--- config.mk ---
export PLATFORM = sky130hd
export DESIGN_NAME = stack_rpn_alu
export DESIGN_NICKNAME = d
export VERILOG_FILES = /design/src/rtl/stack_rpn_alu.sv
export SDC_FILE = /design/constraint.sdc
export NUM_CORES = 2
export LEC_CHECK = 0
export BUFFER_PORTS_ARGS = -buffer_cell sky130_fd_sc_hd__buf_2
export CELL_PAD_IN_SITES_DETAIL_PLACEMENT = 0
export CELL_PAD_IN_SITES_GLOBAL_PLACEMENT = 2
export CORE_ASPECT_RATIO = 0.5
export CORE_MARGIN = 2
export CORE_UTILIZATION = 43
export CTS_BUF_LIST = sky130_fd_sc_hd__clkbuf_8
export CTS_CLUSTER_SIZE = 14
export DETAILED_ROUTE_END_ITERATION = 10
export PLACE_DENSITY = 0.81
export REMOVE_ABC_BUFFERS = 1
export SLEW_MARGIN = 10
export SYNTH_ARGS = -nofsm -noshare
export SYNTH_HDL_FRONTEND = slang
export SYNTH_SLANG_ARGS = --single-unit
--- constraint.sdc ---
create_clock -name clock -period 13.1 [get_ports clock]
set_clock_uncertainty 0.15 [all_clocks]
set_input_delay 0.655 -clock clock [delete_from_list [all_inputs] [get_ports clock]]
set_output_delay 0.655 -clock clock [all_outputs]
set_load 0.02 [all_outputs]
--- src/rtl/stack_rpn_alu.sv ---
// RPN integer stack machine with valid/ready commands. Binary ops consume two
// entries and push the result; MUL runs as an N-cycle shift-add on magnitudes.
module stack_rpn_alu #(
  parameter int unsigned N        = 32,
  parameter int unsigned DEPTH    = 16,
  parameter bit          SATURATE = 1'b0
) (
  input  logic                       clock,
  input  logic                       reset,
  input  logic                       in_valid,
  output logic                       in_ready,
  input  logic [2:0]                 opcode,
  input  logic [N-1:0]               input_data,
  output logic [N-1:0]               output_data,
  output logic                       out_valid,
  output logic                       overflow,
  output logic                       stack_error,
  output logic [$clog2(DEPTH+1)-1:0] depth
);

  localparam int unsigned DW = $clog2(DEPTH + 1);
  localparam int unsigned AW = $clog2(DEPTH);
  localparam int unsigned CW = $clog2(N);

  localparam logic [2:0] OP_NOP  = 3'b000;
  localparam logic [2:0] OP_SUB  = 3'b001;
  localparam logic [2:0] OP_DUP  = 3'b010;
  localparam logic [2:0] OP_SWAP = 3'b011;
  localparam logic [2:0] OP_ADD  = 3'b100;
  localparam logic [2:0] OP_MUL  = 3'b101;
  localparam logic [2:0] OP_PUSH = 3'b110;
  localparam logic [2:0] OP_POP  = 3'b111;

  typedef enum logic {IDLE, MUL} state_t;
  state_t state;

  logic [N-1:0]   stack [DEPTH];
  logic [AW-1:0]  t_idx, s_idx, p_idx;
  logic [N-1:0]   t_val, s_val, t_mag, s_mag;
  logic           has1, has2, full;
  logic [N:0]     sum;
  logic           sum_ovf;
  logic [N-1:0]   sum_res;
  logic [2*N-1:0] mcand, acc, acc_next, prod;
  logic [N-1:0]   mplier;
  logic           mneg;
  logic [CW-1:0]  cnt;
  logic           mul_ovf;
  logic [N-1:0]   mul_res;

  assign in_ready = (state == IDLE);

  // Clamp to the signed extreme matching the exact result's sign.
  function automatic logic [N-1:0] clamp(input logic ovf, input logic neg,
                                         input logic [N-1:0] raw);
    if (SATURATE && ovf)
      clamp = neg ? {1'b1, {(N-1){1'b0}}} : {1'b0, {(N-1){1'b1}}};
    else
      clamp = raw;
  endfunction

  always_comb begin
    t_idx = AW'(depth - DW'(1));
    s_idx = AW'(depth - DW'(2));
    p_idx = AW'(depth);
    t_val = stack[t_idx];
    s_val = stack[s_idx];
    has1  = (depth != '0);
    has2  = (depth >= DW'(2));
    full  = (depth == DW'(DEPTH));
    if (opcode == OP_SUB)
      sum = {s_val[N-1], s_val} - {t_val[N-1], t_val};
    else
      sum = {s_val[N-1], s_val} + {t_val[N-1], t_val};
    sum_ovf = sum[N] ^ sum[N-1];
    sum_res = clamp(sum_ovf, sum[N], sum[N-1:0]);
    // Magnitude of -2^(N-1) is 2^(N-1), which still fits as an unsigned N-bit value.
    t_mag    = t_val[N-1] ? -t_val : t_val;
    s_mag    = s_val[N-1] ? -s_val : s_val;
    acc_next = mplier[0] ? (acc + mcand) : acc;
    prod     = mneg ? -acc_next : acc_next;
    mul_ovf  = (prod[2*N-1:N-1] != {(N+1){prod[2*N-1]}});
    mul_res  = clamp(mul_ovf, prod[2*N-1], prod[N-1:0]);
  end

  always_ff @(posedge clock) begin
    if (reset) begin
      state       <= IDLE;
      depth       <= '0;
      output_data <= '0;
      out_valid   <= 1'b0;
      overflow    <= 1'b0;
      stack_error <= 1'b0;
      acc         <= '0;
      mcand       <= '0;
      mplier      <= '0;
      mneg        <= 1'b0;
      cnt         <= '0;
    end else begin
      out_valid <= 1'b0;
      case (state)
        IDLE: begin
          if (in_valid && opcode != OP_NOP) begin
            stack_error <= 1'b0;
            overflow    <= 1'b0;
            case (opcode)
              OP_SUB, OP_ADD: begin
                if (has2) begin
                  stack[s_idx] <= sum_res;
                  depth        <= depth - DW'(1);
                  output_data  <= sum_res;
                  overflow     <= sum_ovf;
                  out_valid    <= 1'b1;
                end else stack_error <= 1'b1;
              end
              OP_MUL: begin
                // Overflow keeps its old value until the product completes.
                if (has2) begin
                  overflow <= overflow;
                  acc      <= '0;
                  mcand    <= {{N{1'b0}}, s_mag};
                  mplier   <= t_mag;
                  mneg     <= s_val[N-1] ^ t_val[N-1];
                  cnt      <= '0;
                  state    <= MUL;
                end else stack_error <= 1'b1;
              end
              OP_DUP: begin
                if (has1 && !full) begin
                  stack[p_idx] <= t_val;
                  depth        <= depth + DW'(1);
                end else stack_error <= 1'b1;
              end
              OP_SWAP: begin
                if (has2) begin
                  stack[t_idx] <= s_val;
                  stack[s_idx] <= t_val;
                end else stack_error <= 1'b1;
              end
              OP_PUSH: begin
                if (!full) begin
                  stack[p_idx] <= input_data;
                  depth        <= depth + DW'(1);
                end else stack_error <= 1'b1;
              end
              OP_POP: begin
                if (has1) begin
                  output_data <= t_val;
                  depth       <= depth - DW'(1);
                  out_valid   <= 1'b1;
                end else stack_error <= 1'b1;
              end
              default: ;
            endcase
          end
        end
        MUL: begin
          acc    <= acc_next;
          mcand  <= mcand << 1;
          mplier <= mplier >> 1;
          cnt    <= cnt + CW'(1);
          if (cnt == CW'(N - 1)) begin
            stack[s_idx] <= mul_res;
            depth        <= depth - DW'(1);
            output_data  <= mul_res;
            overflow     <= mul_ovf;
            out_valid    <= 1'b1;
            state        <= IDLE;
          end
        end
        default: state <= IDLE;
      endcase
    end
  end

endmodule

* Word level (Yosys, flattened, before mapping)
Memory sizes are Yosys's and may differ from the RTL's.
Index checks and enable logic that the tools add are counted.
** Operators by class
- Add/sub/neg operators :: 10
- Reductions and logical operators :: 14
- Bitwise operators :: 6
- Equality and inequality tests :: 21
- Order comparisons :: 1
- Muxes and demuxes :: 87
** Operators by type and width (number)
- $mux W64 :: 8
- $mux W32 :: 13
- $pmux W64 S2 :: 2
- $pmux W32 S2 :: 3
- $add A64 B64 Y64 :: 1
- $neg A32 Y32 :: 2
- $neg A64 Y64 :: 1
- $mux W5 :: 9
- $mux W1 :: 41
- $add A32 B32 Y33 :: 1
- $mux W33 :: 1
- $sub A32 B32 Y33 :: 1
- $ne A32 B32 Y1 :: 1
- $reduce_or A32 Y1 :: 1
- $pmux W5 S2 :: 2
- $pmux W5 S4 :: 1
- $ne A3 B3 Y1 const B :: 5
- $eq A3 B3 Y1 const B :: 4
- $add A5 B1 Y5 const B :: 2
- $eq A5 B5 Y1 const B :: 2
- $pmux W1 S2 :: 5
- $ne A2 B1 Y1 const B :: 4
- $reduce_and A7 Y1 :: 1
- $eq A3 B2 Y1 const B :: 2
- 21 further kinds :: 26
** Word-level totals
- Output and inout port bits :: 41
- Logic and storage cells :: 151
- Register bits :: 207
- Input bits :: 38
- Memories :: 1
- Bits in writable memories :: 512
** Memories
- stack :: depth 16, bits a word 32, rd ports 2, clocked after memory_dff 0, wr ports 2, RTL line 37 : logic [N-1:0] stack [DEPTH];

* Longest topological paths before layout
- Depth in word-level cells :: 12
- Mapped depth :: 44
- Mapped depth without buffers :: 30

* Worst setup path before layout
Ideal clock, no wire load.
- Kind :: register to register
- Start :: register depth[0]
- End :: memory stack[1][30], data pin
- Period minus slack after synthesis :: 10.581 ns
- Required time :: 12.804 ns
- Library setup time :: 0.146 ns
- Path buffers :: 14
- Data arrival time :: 10.285 ns
- Setup slack :: 2.519 ns
- Cell stages (with the launch flop) :: 40
- Cell sequence :: dfxtp_1 -> buf_4 -> buf_6 -> buf_4 -> buf_4 -> buf_4 -> buf_4 -> buf_4 -> buf_4 -> buf_2 -> buf_4 -> buf_2 -> buf_2 -> inv_1 -> ha_1 -> xnor2_1 -> buf_1 -> mux4_2 -> (+4 left out) -> or2_2 -> nand2_1 -> xor2_1 -> ha_1 -> and2_1 -> a221o_1 -> a211oi_1 -> o31a_1 -> o31ai_1 -> or4_1 -> and3_1 -> a2111oi_0 -> xnor2_1 -> o221a_2 -> o21ai_1 -> clkbuf_1 -> nor2_1 -> a21oi_1
** RTL lines
- from (decl) :: RTL line 18 : output logic [$clog2(DEPTH+1)-1:0] depth
- from (signal assigned) :: RTL line 110 : depth <= depth - DW'(1);
- from (signal assigned) :: RTL line 131 : depth <= depth + DW'(1);
- from (signal assigned) :: RTL line 143 : depth <= depth + DW'(1);
- to (decl) :: RTL line 37

==> out/metrics.cfg <==
[place]
dpl.cell_count = 6623
dp_hpwl_um = 121400
port_buffers = 78
gp_congestion = 0.9439

[clock_tree]
cts_tree = done
clock-sinks = 719
clk_pin_slew_ps = 60
clk_path_buf_depth = 3
cts_setup_buffers = 0
cts_buffers = 114
ctsHoldBuffers = 0
htreeDepth = 3
clk_latency_ps = 860
cts_root_buf = clkbuf_8
cts_resized = 0

[synth]
synth_edf_count = 512
synth-seq-area-share_pct = 39.33
yosysWarnings = 0
synthFlopType = edfxtp_1
synth.ff_latch_count = 719
avgSynthCellArea_sq_um = 9.258
async_reset_ff_share_pct = 0
synth_cell_types = 117
synthCells = 5361
synth_area_sq_um = 49630

[global_route]
grt_overflow = 0
antenna_found_initial = 5
grt_max_degree = 165
grt_pass1_vias = 41060
grt_usage_pct = 30.73
grt_pass1_wl_um = 272000

[sta]
min_period_ps = 10480
final-setup-viol-count = 0
timing.fmax_mhz = 95.44
finalHoldViolCount = 0
slew_headroom_pct = 16.18
tightest_slew_ps = 1249
rsz0062_at_grt = no
holdWs_ps = 214.2
finalCritPeriodShare_pct = 79.98
drv_slew = 0

[route]
ant_nets = 0
routed_wl_um = 186200
drt_iter0_drc = 5522
vias = 43640
viasPerCell = 6.385
dr.pass1.iters = 6
drc = 0
wl_per_cell_um = 27.24

[critical_path]
timing.rr.start = depth[1]
r2r_slack_ps = 2620
worstPathMaxFanout = 54
cp-start-kind = register
rr_endpoint = stack[3][30]
end_kind = register
required_ps = 13630
worstSetupPathType = register to register
cp.arrival_ps = 11000
r2r_cells = 25

[min_path]
hold_path.class = input port to register
whs_path_depth = 5
hold_end = stack_error
worstHoldStart = in_valid

[job]
max-cap-violations = 0

[floorplanning]
die_y_um = 244.2
fp-row-count = 88
io_pins = 79
die-area_sq_um = 118300
start_util_pct = 43.22
die_x_um = 484.5
core_area_sq_um = 114800

[power]
p_per_area_nw_per_um2 = 295.1
p_leak_uw = 0.01886
peakVddDrop_mv = 0.2110

[final_layout]
finalNonFillerCells = 6835
area_growth_pct = 8.039
drive_above_1_share_pct = 14.80
nets = 5359

[status]
status = complete, no violations

==> worst max-delay path by stage <==
stage,from,endpoint,slack (ps),depth (start not counted)
final,depth[1],stack[3][30],2620,25
after global routing,depth[1],stack[6][30],2210,28
after CTS,depth[1],stack[11][30],2890,25
after detailed placement,depth[1],stack[11][30],2940,25
after global placement,depth[1],stack[11][30],3030,25
after floorplan,depth[0],stack[4][30],-8840,25
==> cells in the final DEF (no fill, tap or decap), drive strengths merged, types with 21 or more instances in the layout <==
cell type / n
nor2: 991
a21oi: 808
edfxtp: 512
nand2: 432
mux4: 287
dfxtp: 207
o21ai: 201
buf: 200
inv: 131
clkbuf: 128
xnor2: 125
ha: 110
and3: 99
a211oi: 96
nor3: 87
nand3: 79
xor2: 61
and2: 49
or3: 47
a31oi: 41
nand4: 39
a21o: 34
o21a: 31
clkinv: 31
a22oi: 30
mux2i: 28
a311oi: 28
o211ai: 28
o21bai: 28
nand2b: 25
o31ai: 23
mux2: 21
a221oi: 21
==> synthesized netlist by cell type, drive strengths merged, types with 21 or more instances <==
| library cell | count | area share [%] |
|---|---|---|
| mux4 | 287 | 13 |
| nand4 | 39 | 0.53 |
| or3 | 47 | 0.60 |
| o211ai | 28 | 0.45 |
| nor2 | 991 | 7.5 |
| nand3 | 79 | 0.80 |
| a221oi | 21 | 0.48 |
| and3 | 99 | 1.2 |
| buf | 87 | 0.91 |
| o31ai | 23 | 0.36 |
| o21a | 31 | 0.47 |
| a22oi | 30 | 0.45 |
| nand2 | 432 | 3.3 |
| and2 | 49 | 0.63 |
| clkbuf | 382 | 2.9 |
| a21oi | 808 | 8.2 |
| dfxtp | 207 | 8.3 |
| edfxtp | 512 | 31 |
| a211oi | 96 | 1.5 |
| mux2 | 21 | 0.49 |
| a311oi | 28 | 0.49 |
| o21bai | 28 | 0.42 |
| nor3 | 87 | 0.91 |
| a21o | 34 | 0.51 |
| nand2b | 25 | 0.32 |
| a31oi | 41 | 0.54 |
| inv | 86 | 0.65 |
| xor2 | 61 | 1.1 |
| ha | 110 | 2.8 |
| o21ai | 201 | 2.1 |
| xnor2 | 125 | 2.2 |
| mux2i | 28 | 0.56 |
==> power breakdown <==
group	total [uW]	switching, uW	leakage [uW]	internal [uW]
sequential	3960	85.5	0.00629	3880
clock	2000	1030	0.00129	978
combinational	9860	6220	0.0113	3640
==> layout make-up <==
| class | count | area [sq um] |
|---|---|---|
| fillers | 10940 | 61220 |
| multi-input cells | 4086 | 28220 |
| flip-flops and latches | 719 | 19540 |
| well taps | 1530 | 1914 |
| clock buffers | 127 | 1748 |
| repair buffers | 201 | 1348 |
| clock inverters | 83 | 518.0 |
| inverters | 87 | 329.1 |
| diodes | 2 | 5.005 |
==> state kept, by name, indices dropped and copies added, names as in the netlist <==
| name | flops |
|---|---|
| state | 1 |
| stack_error | 1 |
| mplier | 32 |
| mneg | 1 |
| overflow | 1 |
| cnt | 5 |
| depth | 5 |
| stack | 512 |
| output_data | 32 |
| out_valid | 1 |
| mcand | 64 |
| acc | 64 |
==> logic make-up after synthesis <==
family / Yosys count / share of synthesized area, %
compound gates: 1516 / 18.80
xor+xnor: 186 / 3.282
fa+ha+maj: 112 / 2.854
buf+inv: 556 / 4.462
flops: 719 / 39.33
mux: 336 / 14.08
simple gates: 1936 / 17.19
==> per-stage QoR <==
step	TNS [ps]	area, sq um	power [uW]	utilization (%)	worst slack [ps]
global route	0	53620	17100	46.69	2206
detailed placement	0	51340	13600	44.71	2936
global placement	0	51340	13320	44.71	3027
floorplan	-7346530	47740	10950	-	-8844
finish	0	53620	15830	46.69	2622
CTS	0	53610	15630	46.68	2895
==> metal layers <==
metal  part of all wire, %  GRT usage (%)
met1                    43          43.66
met4                   2.8          9.008
met5                     0              0
met2                    44          46.80
met3                    11          7.041
==> worst max-delay path: stages (launching register included) <==
cell and delay, ps:
dfxtp_4 700, inv_1 320, ha_4 690, buf_4 860, buf_4 710, mux4_2 400
mux4_2 670, and3b_1 370, and4bb_1 310, nor2_1 70, xnor2_1 140, ha_1 330
nor2b_1 150, nor2_1 230, nand3b_1 150, a211oi_1 430, o31a_1 240, o31ai_1 140
or4_1 440, and3_1 160, a2111oi_0 860, xnor2_1 210, o221a_2 310, o21ai_1 920
nor2_1 120, a21oi_1 160
Power figures use the tool's default switching activity.
